[src/rtl/rc4_pkg.sv]
// Shared types and helpers for the RC4 keystream XOR datapath.
// Holds the consumer FSM state encoding and keystream byte selection.
package rc4_pkg;

  typedef enum logic [1:0] {
    IDLE    = 2'd0,
    WAIT_KS = 2'd1,
    STREAM  = 2'd2
  } rc4_xor_state_t;

  localparam int RC4_BYTE_W    = 8;
  localparam int RC4_MAX_BYTES = 32;
  localparam int RC4_KS_MAX_W  = RC4_MAX_BYTES * RC4_BYTE_W;

  // Pick byte idx out of a keystream block (zero-extended to max width).
  function automatic logic [RC4_BYTE_W-1:0] ks_byte(
    input logic [RC4_KS_MAX_W-1:0] blk,
    input logic [7:0]              idx
  );
    return blk[idx*RC4_BYTE_W +: RC4_BYTE_W];
  endfunction

endpackage

[src/rtl/rc4_ks_buffer.sv]
// Keystream block buffer: tracks generator done, detects its rising
// edge, captures the block and selects the current keystream byte.
module rc4_ks_buffer
  import rc4_pkg::*;
#(
  parameter int NB = 4,
  parameter int IW = 2
) (
  input  logic                     clk,
  input  logic                     rst,
  input  logic                     ks_done_i,
  input  logic [NB*RC4_BYTE_W-1:0] ks_data_i,
  input  logic                     cap_en_i,
  input  logic [IW-1:0]            idx_i,
  output logic                     cap_o,
  output logic [RC4_BYTE_W-1:0]    byte_o
);

  logic                     done_q;
  logic [NB*RC4_BYTE_W-1:0] kbuf_q;

  // A capture needs a fresh 0->1 on done while the FSM is waiting.
  assign cap_o = cap_en_i && ks_done_i && !done_q;

  // done tracks the generator every cycle; block latched on capture.
  always_ff @(posedge clk or posedge rst) begin
    if (rst) begin
      done_q <= 1'b0;
      kbuf_q <= '0;
    end else begin
      done_q <= ks_done_i;
      if (cap_o) kbuf_q <= ks_data_i;
    end
  end

  assign byte_o = ks_byte(RC4_KS_MAX_W'(kbuf_q), 8'(idx_i));

endmodule

[src/rtl/rc4_stream_xor.sv]
// RC4 keystream consumer: requests blocks and XORs them onto a byte stream.
// Optional RC4_XOR_STATS_EN adds byte_count / block_count outputs.
module rc4_stream_xor
  import rc4_pkg::*;
#(
  parameter int NUMS_OF_BYTES = 4
) (
  input  logic                          clk,
  input  logic                          rst,
  output logic                          ks_start,
  input  logic                          ks_done,
  input  logic [NUMS_OF_BYTES*8-1:0]    ks_data,
  input  logic                          in_valid,
  output logic                          in_ready,
  input  logic [RC4_BYTE_W-1:0]         in_data,
  input  logic                          in_last,
  output logic                          out_valid,
  input  logic                          out_ready,
  output logic [RC4_BYTE_W-1:0]         out_data,
  output logic                          out_last,
  output logic                          busy
`ifdef RC4_XOR_STATS_EN
  ,
  output logic [31:0]                   byte_count,
  output logic [15:0]                   block_count
`endif
);

  localparam int IW = (NUMS_OF_BYTES > 1) ? $clog2(NUMS_OF_BYTES) : 1;
  localparam logic [IW-1:0] IDX_LAST = IW'(NUMS_OF_BYTES - 1);

  rc4_xor_state_t state_q, state_d;
  logic [IW-1:0]  idx_q, idx_d;
  logic           ks_start_q, ks_start_d;
  logic           ov_q, ov_d;
  logic [7:0]     od_q, od_d;
  logic           ol_q, ol_d;
  logic           cap;
  logic           accept;
  logic           at_last;
  logic [7:0]     kbyte;

  rc4_ks_buffer #(
    .NB (NUMS_OF_BYTES),
    .IW (IW)
  ) u_buf (
    .clk       (clk),
    .rst       (rst),
    .ks_done_i (ks_done),
    .ks_data_i (ks_data),
    .cap_en_i  (state_q == WAIT_KS),
    .idx_i     (idx_q),
    .cap_o     (cap),
    .byte_o    (kbyte)
  );

  assign accept  = in_valid && in_ready;
  assign at_last = (idx_q == IDX_LAST);

  // FSM state register.
  always_ff @(posedge clk or posedge rst) begin
    if (rst) state_q <= IDLE;
    else     state_q <= state_d;
  end

  // FSM next state: request, wait for a block, stream until done.
  always_comb begin
    state_d = state_q;
    unique case (state_q)
      IDLE:    if (in_valid) state_d = WAIT_KS;
      WAIT_KS: if (cap) state_d = STREAM;
      STREAM: begin
        if (accept) begin
          if (in_last)      state_d = IDLE;
          else if (at_last) state_d = WAIT_KS;
        end
      end
      default: state_d = IDLE;
    endcase
  end

  // FSM outputs: accept only when streaming and the output slot frees.
  always_comb begin
    in_ready = (state_q == STREAM) && (!ov_q || out_ready);
    busy     = (state_q != IDLE);
  end

  // Request level and byte index follow captures and accepts.
  always_comb begin
    ks_start_d = ks_start_q;
    idx_d      = idx_q;
    if (state_q == IDLE && in_valid) ks_start_d = 1'b1;
    if (cap) begin
      ks_start_d = 1'b0;
      idx_d      = '0;
    end
    if (accept && !in_last) begin
      if (at_last) ks_start_d = 1'b1;
      else         idx_d      = idx_q + 1'b1;
    end
  end

  // Output slot: load on accept, drain on ready, otherwise hold.
  always_comb begin
    ov_d = ov_q;
    od_d = od_q;
    ol_d = ol_q;
    if (accept) begin
      ov_d = 1'b1;
      od_d = in_data ^ kbyte;
      ol_d = in_last;
    end else if (out_ready) begin
      ov_d = 1'b0;
    end
  end

  // Datapath registers.
  always_ff @(posedge clk or posedge rst) begin
    if (rst) begin
      idx_q      <= '0;
      ks_start_q <= 1'b0;
      ov_q       <= 1'b0;
      od_q       <= '0;
      ol_q       <= 1'b0;
    end else begin
      idx_q      <= idx_d;
      ks_start_q <= ks_start_d;
      ov_q       <= ov_d;
      od_q       <= od_d;
      ol_q       <= ol_d;
    end
  end

  assign ks_start  = ks_start_q;
  assign out_valid = ov_q;
  assign out_data  = od_q;
  assign out_last  = ol_q;

`ifdef RC4_XOR_STATS_EN
  logic [31:0] byte_cnt_q;
  logic [15:0] blk_cnt_q;

  // Free-running traffic counters, wrapping naturally.
  always_ff @(posedge clk or posedge rst) begin
    if (rst) begin
      byte_cnt_q <= '0;
      blk_cnt_q  <= '0;
    end else begin
      if (accept) byte_cnt_q <= byte_cnt_q + 32'd1;
      if (cap)    blk_cnt_q  <= blk_cnt_q + 16'd1;
    end
  end

  assign byte_count  = byte_cnt_q;
  assign block_count = blk_cnt_q;
`endif

endmodule

[config.mk]
export PLATFORM = sky130hd
export DESIGN_NAME = rc4_stream_xor
export DESIGN_NICKNAME = d
export VERILOG_FILES = /design/src/rtl/rc4_pkg.sv /design/src/rtl/rc4_ks_buffer.sv /design/src/rtl/rc4_stream_xor.sv
export SDC_FILE = /design/constraint.sdc
export NUM_CORES = 1
export LEC_CHECK = 0
export CORE_AREA = 3 3 85 63
export DETAILED_ROUTE_END_ITERATION = 7
export DIE_AREA = 0 0 88 66
export PLACE_DENSITY = 0.77
export SYNTH_ARGS = -nofsm -noshare
export SYNTH_HDL_FRONTEND = slang
export SYNTH_SLANG_ARGS = --single-unit
[constraint.sdc]
create_clock -name clk -period 1.95 [get_ports clk]
set_clock_uncertainty 0.05 [all_clocks]
set_input_delay 0.585 -clock clk [delete_from_list [all_inputs] [get_ports clk]]
set_output_delay 0.585 -clock clk [all_outputs]
set_load 0.05 [all_outputs]
## Yosys cells after proc, flatten, opt, wreduce, memory -nomap -nowiden

Cells that the tools add are included.

| storage, ports and cells | value |
|---|---|
| input bits | 46 |
| flip-flop bits (word level) | 48 |

| cells by class | value |
|---|---|
| bitwise operators | 1 |
| reduce and logical (&&, ||, !) cells | 14 |
| $add $sub $neg | 1 |
| equality and inequality tests | 7 |
| muxes and demuxes | 15 |
| shift operators | 1 |

Operators with widths:

| kind | count |
|---|---|
| variable part select 256 x 6 -> 8 bit | 1 |
| two-way mux 2 bit | 8 |
| bitwise XOR 8 bit | 1 |
| logical AND 1 bit | 6 |
| two-way mux 1 bit | 6 |
| inequality test 2 bit (second input constant) | 3 |
| one-hot mux 2 bit (3 select lines) | 1 |
| equality test 2 bit (second input constant) | 2 |
| AND reduction 4 bit | 1 |
| nonzero test 2 bit | 2 |
| logical NOT 1 bit | 3 |
| inequality test 3 bit (second input constant) | 1 |
| adder 2 x 1 -> 2 bit (second input constant) | 1 |
| equality test 2 x 1 -> 1 bit (second input constant) | 1 |
| logical NOT 2 bit | 1 |
| logical OR 1 bit | 1 |

## Logic depth before layout (Yosys ltp)

Gate-level depths: netlist (run 1).

| depth | value |
|---|---|
| depth in word-level cells | 6 |
| depth in mapped cells | 4 |
| mapped depth without buffers | 4 |

## By module

From an unflattened synthesis (run 1), not the netlist that was laid out.

| second synthesis, totals | value |
|---|---|
| cells, all modules | 141 |
| area, all modules | 2,357.3 µm² |

By module, submodules not included:

| module | instances | seq. area each (µm²) | area an instance (µm²) | cells an instance |
|---|---|---|---|---|
| rc4_ks_buffer | 1 | 825.8 | 1,589.0 | 81 |
| rc4_stream_xor | 1 | 375.4 | 768.2 | 60 |

## Worst setup path before layout (run 1)

OpenSTA, ideal clock, no wires.

| path | value |
|---|---|
| path kind | register to output |
| start point | reg ov_q, in the netlist out_valid |
| end point | out in_ready |
| slack | 110 ps |
| data required time | 1,315 ps |
| cell stages (with the launch flop) | 3 |
| data arrival time | 1,205 ps |
| path buffers | 0 |
| cells stage by stage | dfrtp_1 -> nand2b_1 -> and2_1 |

| between the ends | value |
|---|---|
| cells in the longest elaborated chain, start to end | 3 |

RTL lines:

| what | RTL line | RTL |
|---|---|---|
| start, declared | rc4_stream_xor.sv:35 | `logic ov_q, ov_d;` |
| start signal, assigned | rc4_stream_xor.sv:128 | `ov_q <= ov_d;` |
| logical NOT 1 bit | rc4_stream_xor.sv:84 | `in_ready = (state_q == STREAM) && (!ov_q \|\| out_ready);` |
| logical OR 1 bit | rc4_stream_xor.sv:84 |  |
| logical AND 1 bit | rc4_stream_xor.sv:84 |  |
| end, declared | rc4_stream_xor.sv:14 | `output logic in_ready,` |

No other way between the ends.

## Worst setup path in the final report (run 1)

| path | value |
|---|---|
| start point | in ks_done |
| end point | reg u_buf.kbuf_q[13] |

| between the ends | value |
|---|---|
| cells in the longest elaborated chain, start to end | 2 |

RTL lines:

| what | RTL line | RTL |
|---|---|---|
| start, declared | rc4_stream_xor.sv:11 | `input logic ks_done,` |
| logical AND 1 bit (2 in a row) | rc4_ks_buffer.sv:23 | `assign cap_o = cap_en_i && ks_done_i && !done_q;` |
| end signal, assigned | rc4_ks_buffer.sv:32 | `if (cap_o) kbuf_q <= ks_data_i;` |
| end, declared | rc4_ks_buffer.sv:20 | `logic [NB*RC4_BYTE_W-1:0] kbuf_q;` |

No other way between the ends.
A chain may end at the register's enable or synchronous reset.

==> results of run 1 <==
## kinds of logic after synthesis
family	count (synthesis)	synth area share
DFF	48	0.561
muxes	52	0.315
adders and majority gates	1	0.00585
xor gates and xnor gates	8	0.0327
AOI/OAI and AO/OA	6	0.0216
and+or+nand+nor	13	0.0380
buffers and inverters	9	0.0257
## power by group
part | internal [mW] | leakage [nW] | total [mW] | switching, mW
clock network | 0.290 | 0.0455 | 0.602 | 0.312
registers | 1.48 | 0.575 | 1.77 | 0.290
logic | 1.08 | 0.665 | 2.03 | 0.953
## registers in the layout, indices dropped and copies added (netlist names)
register	cells
idx_q	2
ks_start	1
out_data	8
out_last	1
out_valid	1
state_q	2
u_buf.done_q	1
u_buf.kbuf_q	32
## worst paths after layout
| kind | slack, ns | depth (start not counted) | to |
|---|---|---|---|
| max | 0.05 | 4 | u_buf.kbuf_q[13]$_DFFE_PP0P_ |
| min | 0.46 | 1 | u_buf.kbuf_q[21]$_DFFE_PP0P_ |
| max reg2reg | 0.32 | 5 | out_data[3]$_DFFE_PP0P_ |
| min reg2reg | 0.46 | 1 | u_buf.kbuf_q[21]$_DFFE_PP0P_ |
| max in group asynchronous | 0.90 | 3 | u_buf.kbuf_q[26]$_DFFE_PP0P_ |
| min in group asynchronous | 0.49 | 2 | u_buf.kbuf_q[1]$_DFFE_PP0P_ |
## stage by stage
step | cell area [um^2] | setup TNS (ns) | hold slack [ns]
3_3_place_gp | 2850 | -8.40 | 0.434
2_1_floorplan | 2140 | 0 | 0.425
5_1_grt | 2980 | 0 | 0.470
6_report | 2980 | 0 | 0.460
4_1_cts | 2960 | 0 | 0.461
3_5_place_dp | 2850 | -9.47 | 0.442
## Yosys cell counts, drive strengths merged
cell type,n
or2b,1
o21ai,1
o21bai,1
mux2i,2
nor2,1
nor4bb,1
ha,1
mux2,42
o32ai,1
nand4,1
xor2,8
and2,1
buf,6
inv,2
or2,1
clkbuf,1
o311ai,1
o2111ai,1
a21o,1
mux4,8
nand2,1
nand3,1
nor2b,2
nand2b,2
and2b,1
dfrtp,48
## worst register-to-register path: cells and delay by family (launching register included)
kind | cells | cell delay (ns)
buffers and inverters | 2 | 0.34
flip-flops | 1 | 0.46
multiplexers | 1 | 0.35
AND/OR/NAND/NOR | 2 | 0.31
## final cells by class
cell class	count	area, um^2
flip-flops and latches	48	1200
clock buffers	8	90.1
fillers	362	1670
repair buffers	73	697
multi-input cells	80	910
well taps	57	71.3
inverters	2	7.51
## routing by layer
layer,global-route usage,part of all wire,up-vias
met5,0,0,-
met4,0.0287,0.00088,0
met3,0.0573,0.063,2
met2,0.275,0.48,52
met1,0.231,0.46,701
li1,-,-,641
## what timing repair did
action                                  in CTS  in global routing
setup buffers                                2                  2
pin swaps                                    0                  1
endpoints found under the setup margin       1                  1
gates resized for setup                      5                  0
hold buffers                                 0                  0
==> reports/results.txt, run 1 <==
Yosys cell types: 28
CP Cell Sequence: clkdlybuf4s50_1, nor4bb_4, buf_12, mux2_2
Crit. Startpoint: ks_done
Clock Latency Late Sink: 0.30 ns
hold path start: u_buf.kbuf_q[21]$_DFFE_PP0P_
fin nets: 257
register area share after synthesis: 0.561
DR iter-0 viols: 58
delay-heaviest family, CP: buffers and inverters
reg2reg start: state_q[1]$_DFFE_PP0P_
synthesized area per cell: 15.6 um^2
commonest non-fill, non-tap cell in the layout: dfrtp_1
# clock sinks: 48
vias in the first global route: 1486
status: finished, final reports clean
Clock Path Buffers: 2
DRC viols: 0
Critical Path End Type: register
dpl ws: -0.259 ns
Synth area leader: dfrtp_1
Data arrival, critical path: 2.03 ns
Hold WC Path Type: register to register
routability cong.: 0.762
CP max stage delay: 0.47 ns
Tmin final: 1.90 ns
Die ar.: 0.00581 mm^2
RSZ-0062 raised after global routing: no
P&R area growth vs syn: 39.2%
total power: 4.40 mW
initial antenna violation count: 0
row cnt: 21
Final period util: 0.973
Top Ports: 59
Syn. warnings: 0
Worst Path Required: 2.08 ns
CP max-delay cell: clkdlybuf4s50_1
synth top area cells: dfrtp_1 (56%), mux2_2 (22%), mux4_2 (8.4%), xor2_1 (3.3%), buf_4 (1.1%)
WS Path Type: input port to register
grt total ovfl: 0
Root Buffer: clkbuf_8
Slew Limit Fails: 0
commonest cells after routing, fill and taps aside: dfrtp_1 (47), clkdlybuf4s50_1 (44), mux2_2 (42)
final hold vios: 0
Post-Place Cells: 256
Leak: 1.29 nW
Layout Cells excl Fill: 268
crit-path max FO: 35
Clock transition at path regs: 0.08 ns
share of the synthesized area in the top cell type: 0.561
ratio of cells with drive above 1 in the final layout: 0.431
Die H: 66 um
largest net degree at the start of global routing: 36
global-route wire length before repair: 7420 um
core area: 0.00465 mm^2
final wirelength: 4540 um
DPL Wire Length: 3400 um
drt wl/cell: 16.9 um
mapped cell area: 0.00214 mm^2
IO Port Bufs: 58
routed via count: 1396
TritonCTS Buffers: 5
final setup fails: 0
Max-slew headroom: 0.697
Mapped Cells: 137
CTS tree: done
Die Width: 88 um
H-tree depth: 2
TritonRoute pass-1 iters: 4
final setup margin: 0.0534 ns
post-layout util: 0.640
CP Buf/Inv Count: 2
flops & latches, synth: 48
Synthesized Nets: 184
initial cell density of the core: 0.460
Ant. Diodes: 0
Antenna Violating Nets Remaining: 0
Tightest Pin Transition: 0.455 ns
P per Cell Area: 1480 mW/mm^2
max frequency: 0.527 GHz
worst vdd ir: 0.000706 V
Critical Path Start Type: input port
Max Cap Viol: 0
gr usage total: 0.172
Vias/cell: 5.21
No activity file was read; power rests on OpenSTA's default activity.
==> inputs of run 2 (changes only) <==
--- a/config.mk
+++ b/config.mk
@@ -5,10 +5,12 @@
 export SDC_FILE = /design/constraint.sdc
 export NUM_CORES = 1
 export LEC_CHECK = 0
-export CORE_AREA = 3 3 85 63
+export CELL_PAD_IN_SITES_DETAIL_PLACEMENT = 1
+export CELL_PAD_IN_SITES_GLOBAL_PLACEMENT = 1
+export CORE_AREA = 3 3 93 68
 export DETAILED_ROUTE_END_ITERATION = 7
-export DIE_AREA = 0 0 88 66
-export PLACE_DENSITY = 0.77
+export DIE_AREA = 0 0 96 71
+export PLACE_DENSITY_LB_ADDON = 0.1
 export SYNTH_ARGS = -nofsm -noshare
 export SYNTH_HDL_FRONTEND = slang
 export SYNTH_SLANG_ARGS = --single-unit
==> reports/results.txt, run 2 (synthesized netlist as in run 1, its figures left out) <==
fin nets: 255 (-0.78%)
IO Port Bufs: 58 (unchanged)
DPL Wire Length: 3490 um (+2.6%)
P per Cell Area: 1470 mW/mm^2 (-0.49%)
grt total ovfl: 0 (unchanged)
largest net degree at the start of global routing: 49 (+36%)
H-tree depth: 2 (unchanged)
drt wl/cell: 17.2 um (+1.6%)
Clock transition at path regs: 0.09 ns (about the same)
Switching Share: 0.353 (about the same)
global-route wire length before repair: 7830 um (+5.6%)
Max-slew headroom: 0.695 (-0.00234)
Comb pwr share: 0.466 (+0.004)
commonest cells after routing, fill and taps aside: dfrtp_1 (47), clkdlybuf4s50_1 (44), mux2_2 (42)
Slew Limit Fails: 0 (unchanged)
DR iter-0 viols: 20 (-66%)
Ant. Diodes: 0 (unchanged)
total power: 4.44 mW (+0.76%)
crit-path max FO: 6 (-83%)
Fin Setup TNS: 0 ns (unchanged)
RSZ-0062 raised after global routing: no
Antenna Violating Nets Remaining: 0 (unchanged)
Root Buffer: clkbuf_8
WS Path Type: register to output pin
initial cell density of the core: 0.381 (-0.0788)
Clock Path Buffers: 2 (unchanged)
largest register by flop count: u_buf.kbuf_q
final setup fails: 0 (unchanged)
Tightest Pin Transition: 0.458 ns (+0.00351 ns)
row cnt: 23 (+9.5%)
Clock Latency Late Sink: 0.29 ns (about the same)
Die ar.: 0.00682 mm^2 (+17%)
Die H: 71 um (+7.6%)
max reg flops: 32 (unchanged)
Power Internal: 2.87 mW (+0.79%)
Critical Path End Type: output pin
Clock Power Share: 0.136 (about the same)
post-layout util: 0.537 (-0.103)
final instance area: 0.00302 mm^2 (+1.3%)
Final period util: 0.978 (+0.00550)
Top Ports: 59 (unchanged)
commonest non-fill, non-tap cell in the layout: dfrtp_1
Fillers: 572 (+58%)
routed via count: 1389 (-0.50%)
vias in the first global route: 1588 (+6.9%)
P&R area growth vs syn: 40.9%
gr usage total: 0.149 (-0.0223)
TritonRoute pass-1 iters: 4 (unchanged)
Sw Pwr: 1.57 mW (+0.72%)
final wirelength: 4890 um (+7.6%)
DRC viols: 0 (unchanged)
Vias/cell: 4.89 (-6.1%)
Tmin final: 1.91 ns (+0.0107 ns)
sequential power share: 0.398 (-0.004)
# clock sinks: 48 (unchanged)
status: finished, final reports clean
Leak: 1.29 nW (about the same)
max frequency: 0.524 GHz (-0.56%)
Hold WC Path Type: register to register
routability cong.: 0.711 (-6.7%)
Worst Path Required: 1.31 ns (-0.77 ns)
Data arrival, critical path: 1.27 ns (-0.76 ns)
ratio of cells with drive above 1 in the final layout: 0.426 (-0.00544)
CTS tree: done
DP Area: 0.00287 mm^2 (+0.70%)
worst vdd ir: 0.000504 V (-29%)
final hold slack: 0.457 ns (-0.00247 ns)
Die Width: 96 um (+9.1%)
initial antenna violation count: 0 (unchanged)
Critical Path Start Type: register
core area: 0.00561 mm^2 (+21%)
TritonCTS Buffers: 5 (unchanged)
Max Cap Viol: 0 (unchanged)
final hold vios: 0 (unchanged)
[run 2: cell types whose count changed in the layout (fill, tap and decap cells not counted), sizes merged]
cell and change:
clkbuf +1, buf -3
[run 2: cell type report]
class                           count  area [um^2]  area share
Clock buffer                        8         90.1      0.0299
Inverter                            2         7.51     0.00249
Multi-Input combinational cell     80          910       0.302
Sequential cell                    48         1200       0.399
Tap cell                           75         93.8      0.0311
Timing Repair Buffer               71          712       0.236
[run 2: critical path, cell delays in order, from the launching register on]
cell	delay, ns
dfrtp_2	0.45
and2b_2	0.24
and2_4	0.15
buf_12	0.14
[run 2: metrics by stage]
| step | cells | worst slack [ns] |
|---|---|---|
| 6_report | 284 | 0.0427 |
| 5_1_grt | 284 | 0.00818 |
| 4_1_cts | 281 | 0.00390 |
| 3_5_place_dp | 272 | -0.274 |
| 3_3_place_gp | 272 | -0.235 |
| 2_1_floorplan | 137 | 0.110 |
[run 2: timing repair]
action	4_1_cts	5_1_grt
setup buffers	1	2
hold buffers	0	0
pin swaps	0	2
endpoints found under the setup margin	1	16
resized for setup	5	0
gates cloned	0	1
[run 2: per-layer routing]
layer  part of all wire  up-vias  GRT usage
li1                   -      635          -
met1               0.42      711      0.187
met2               0.52       39      0.259
met3              0.054        4     0.0329
met4             0.0078        0     0.0410
met5                  0        -          0
[run 2: power by group through the flow]
stage | Sequential [mW] | Combinational [mW] | Clock, mW
floorplan | 2.06 | 1.10 | 0
global placement | 1.75 | 1.94 | 0
detailed placement | 1.81 | 2.01 | 0
CTS | 1.78 | 2.05 | 0.621
global route | 1.84 | 2.21 | 0.663
finish | 1.77 | 2.07 | 0.601
[run 2: path summary, 6_finish.rpt]
kind | startpoint | endpoint | slack, ns | depth (start not counted)
worst max-delay path | state_q[1]$_DFFE_PP0P_ | in_ready | 0.04 | 3
worst min-delay path | u_buf.kbuf_q[28]$_DFFE_PP0P_ | u_buf.kbuf_q[28]$_DFFE_PP0P_ | 0.46 | 1
worst max register to register | state_q[1]$_DFFE_PP0P_ | u_buf.kbuf_q[6]$_DFFE_PP0P_ | 0.20 | 5
worst min register to register | u_buf.kbuf_q[28]$_DFFE_PP0P_ | u_buf.kbuf_q[28]$_DFFE_PP0P_ | 0.46 | 1
max in group asynchronous | rst | u_buf.kbuf_q[17]$_DFFE_PP0P_ | 1.02 | 3
min in group asynchronous | rst | u_buf.kbuf_q[8]$_DFFE_PP0P_ | 0.60 | 3
==> inputs of run 3 (changes only) <==
--- a/config.mk
+++ b/config.mk
@@ -10,6 +10,7 @@
 export CORE_AREA = 3 3 93 68
 export DETAILED_ROUTE_END_ITERATION = 7
 export DIE_AREA = 0 0 96 71
+export GPL_TIMING_DRIVEN = 0
 export PLACE_DENSITY_LB_ADDON = 0.1
 export SYNTH_ARGS = -nofsm -noshare
 export SYNTH_HDL_FRONTEND = slang
==> reports/results.txt, run 3 (synthesized netlist as in run 1, its figures left out) <==
worst vdd ir: 0.000599 V (+19%)
core area: 0.00561 mm^2 (unchanged)
CTS Hold Bufs: 0 (unchanged)
initial antenna violation count: 0 (unchanged)
Slew Limit Fails: 0 (unchanged)
Tightest Pin Transition: 0.587 ns (+0.129 ns)
Die Width: 96 um (unchanged)
Antenna Violating Nets Remaining: 0 (unchanged)
hold path start: u_buf.kbuf_q[16]$_DFFE_PP0P_
Reg2Reg Setup Slack: 0.13 ns (-0.07 ns)
Hold WC Path Type: register to register
DPL Wire Length: 3630 um (+4.2%)
RSZ-0062 raised after global routing: yes
Min-Delay Path Depth: 1 (unchanged)
commonest non-fill, non-tap cell in the layout: dfrtp_1
crit-path max FO: 5 (-1)
Die H: 71 um (unchanged)
initial cell density of the core: 0.381 (unchanged)
row cnt: 23 (unchanged)
max frequency: 0.523 GHz (-0.17%)
Post-Place Cells: 271 (-0.37%)
FF-to-FF End: out_data[7]$_DFFE_PP0P_
TritonCTS Buffers: 5 (unchanged)
final setup fails: 0 (unchanged)
gr usage total: 0.157 (+0.00745)
reg2reg start: idx_q[1]$_DFF_PP0_
Max Cap Viol: 0 (unchanged)
Layout Cells excl Fill: 283 (-0.35%)
DRC viols: 0 (unchanged)
Vias/cell: 4.97 (+1.6%)
Critical Path Start Type: register
Root Buffer: clkbuf_8
Fin Setup TNS: 0 ns (unchanged)
Max-slew headroom: 0.609 (-0.0857)
Leak: 1.30 nW (+0.85%)
Reg2Reg Depth: 4 (-1)
Clock transition at path regs: 0.10 ns (about the same)
Clock Latency Late Sink: 0.30 ns (about the same)
DR iter-0 viols: 47 (+140%)
Clock Path Buffers: 2 (unchanged)
global-route wire length before repair: 7930 um (+1.2%)
Top Ports: 59 (unchanged)
status: finished, final reports clean
grt total ovfl: 0 (unchanged)
IO Port Bufs: 58 (unchanged)
Worst Path Required: 1.31 ns (about the same)
dpl ws: -0.835 ns (-0.561 ns)
commonest cells after routing, fill and taps aside: dfrtp_1 (47), clkdlybuf4s50_1 (44), mux2_2 (42)
H-tree depth: 2 (unchanged)
routed via count: 1406 (+1.2%)
P per Cell Area: 1480 mW/mm^2 (+0.37%)
Die ar.: 0.00682 mm^2 (unchanged)
fin nets: 254 (-0.39%)
final setup margin: 0.0394 ns (-0.00328 ns)
Ant. Diodes: 0 (unchanged)
ratio of cells with drive above 1 in the final layout: 0.375 (-0.0508)
WS Path Type: register to output pin
TritonRoute pass-1 iters: 4 (unchanged)
drt wl/cell: 17.3 um (+0.29%)
routability cong.: 0.740 (+4.2%)
final hold vios: 0 (unchanged)
CTS tree: done
P&R area growth vs syn: 41.7%
Tmin final: 1.91 ns (+0.00328 ns)
# clock sinks: 48 (unchanged)
max reg flops: 32 (unchanged)
Critical Path End Type: output pin
Final period util: 0.980 (+0.00168)
Data arrival, critical path: 1.28 ns (about the same)
largest net degree at the start of global routing: 26 (-47%)
vias in the first global route: 1612 (+1.5%)
final wirelength: 4890 um (about the same)
largest register by flop count: u_buf.kbuf_q
hold path endpoint: u_buf.kbuf_q[16]$_DFFE_PP0P_
run 3: timing repair:
item,in CTS,in global routing
resized for setup,40,2
setup buffers,2,2
pin swaps,1,1
endpoints found under the setup margin,42,29
run 3: worst max path at each step:
stage	start	to	slack, ns	cells past startpoint
after global placement	out_ready	in_ready	-0.83	4
after floorplan	out_valid$_DFFE_PP0P_	in_ready	0.11	2
after global routing	state_q[0]$_DFFE_PP0P_	in_ready	-0.03	3
final	state_q[0]$_DFFE_PP0P_	in_ready	0.04	3
after CTS	state_q[0]$_DFFE_PP0P_	in_ready	0.004	3
after detailed placement	out_ready	in_ready	-0.84	4
run 3: final cells by class:
type	count	area (um^2)
buffer	7	81.3
clock buffer	5	68.8
clock inverter	3	42.5
fill	559	2580
inverter	2	7.51
multi-input combinational	80	910
sequential	48	1200
tap	75	93.8
timing repair buffer	63	626
run 3: power breakdown:
| group | leakage (nW) | internal (mW) | switching (mW) | total [mW] |
|---|---|---|---|---|
| Combinational | 0.668 | 1.04 | 0.979 | 2.02 |
| Clock | 0.0541 | 0.380 | 0.341 | 0.721 |
| Sequential | 0.575 | 1.48 | 0.261 | 1.74 |
run 3: per-stage QoR:
stage | power (mW) | hold slack, ns | util | cell area (um^2)
2_1_floorplan | 3.16 | 0.425 | - | 2140
6_report | 4.48 | 0.458 | 0.540 | 3030
4_1_cts | 4.51 | 0.462 | 0.537 | 3010
3_3_place_gp | 3.68 | 0.435 | 0.501 | 2810
5_1_grt | 4.76 | 0.477 | 0.540 | 3030
3_5_place_dp | 3.79 | 0.441 | 0.506 | 2840
run 3: per-layer routing:
| metal | GRT usage | up-vias | share of wire |
|---|---|---|---|
| li1 | - | 636 | - |
| met1 | 0.193 | 714 | 0.42 |
| met2 | 0.265 | 47 | 0.51 |
| met3 | 0.0414 | 9 | 0.058 |
| met4 | 0.0536 | 0 | 0.017 |
| met5 | 0 | - | 0 |
run 3: worst max-delay path: stages (launching register included):
cell     delay [ns]
dfrtp_1        0.43
and2b_2        0.27
and2_4         0.15
buf_8          0.13
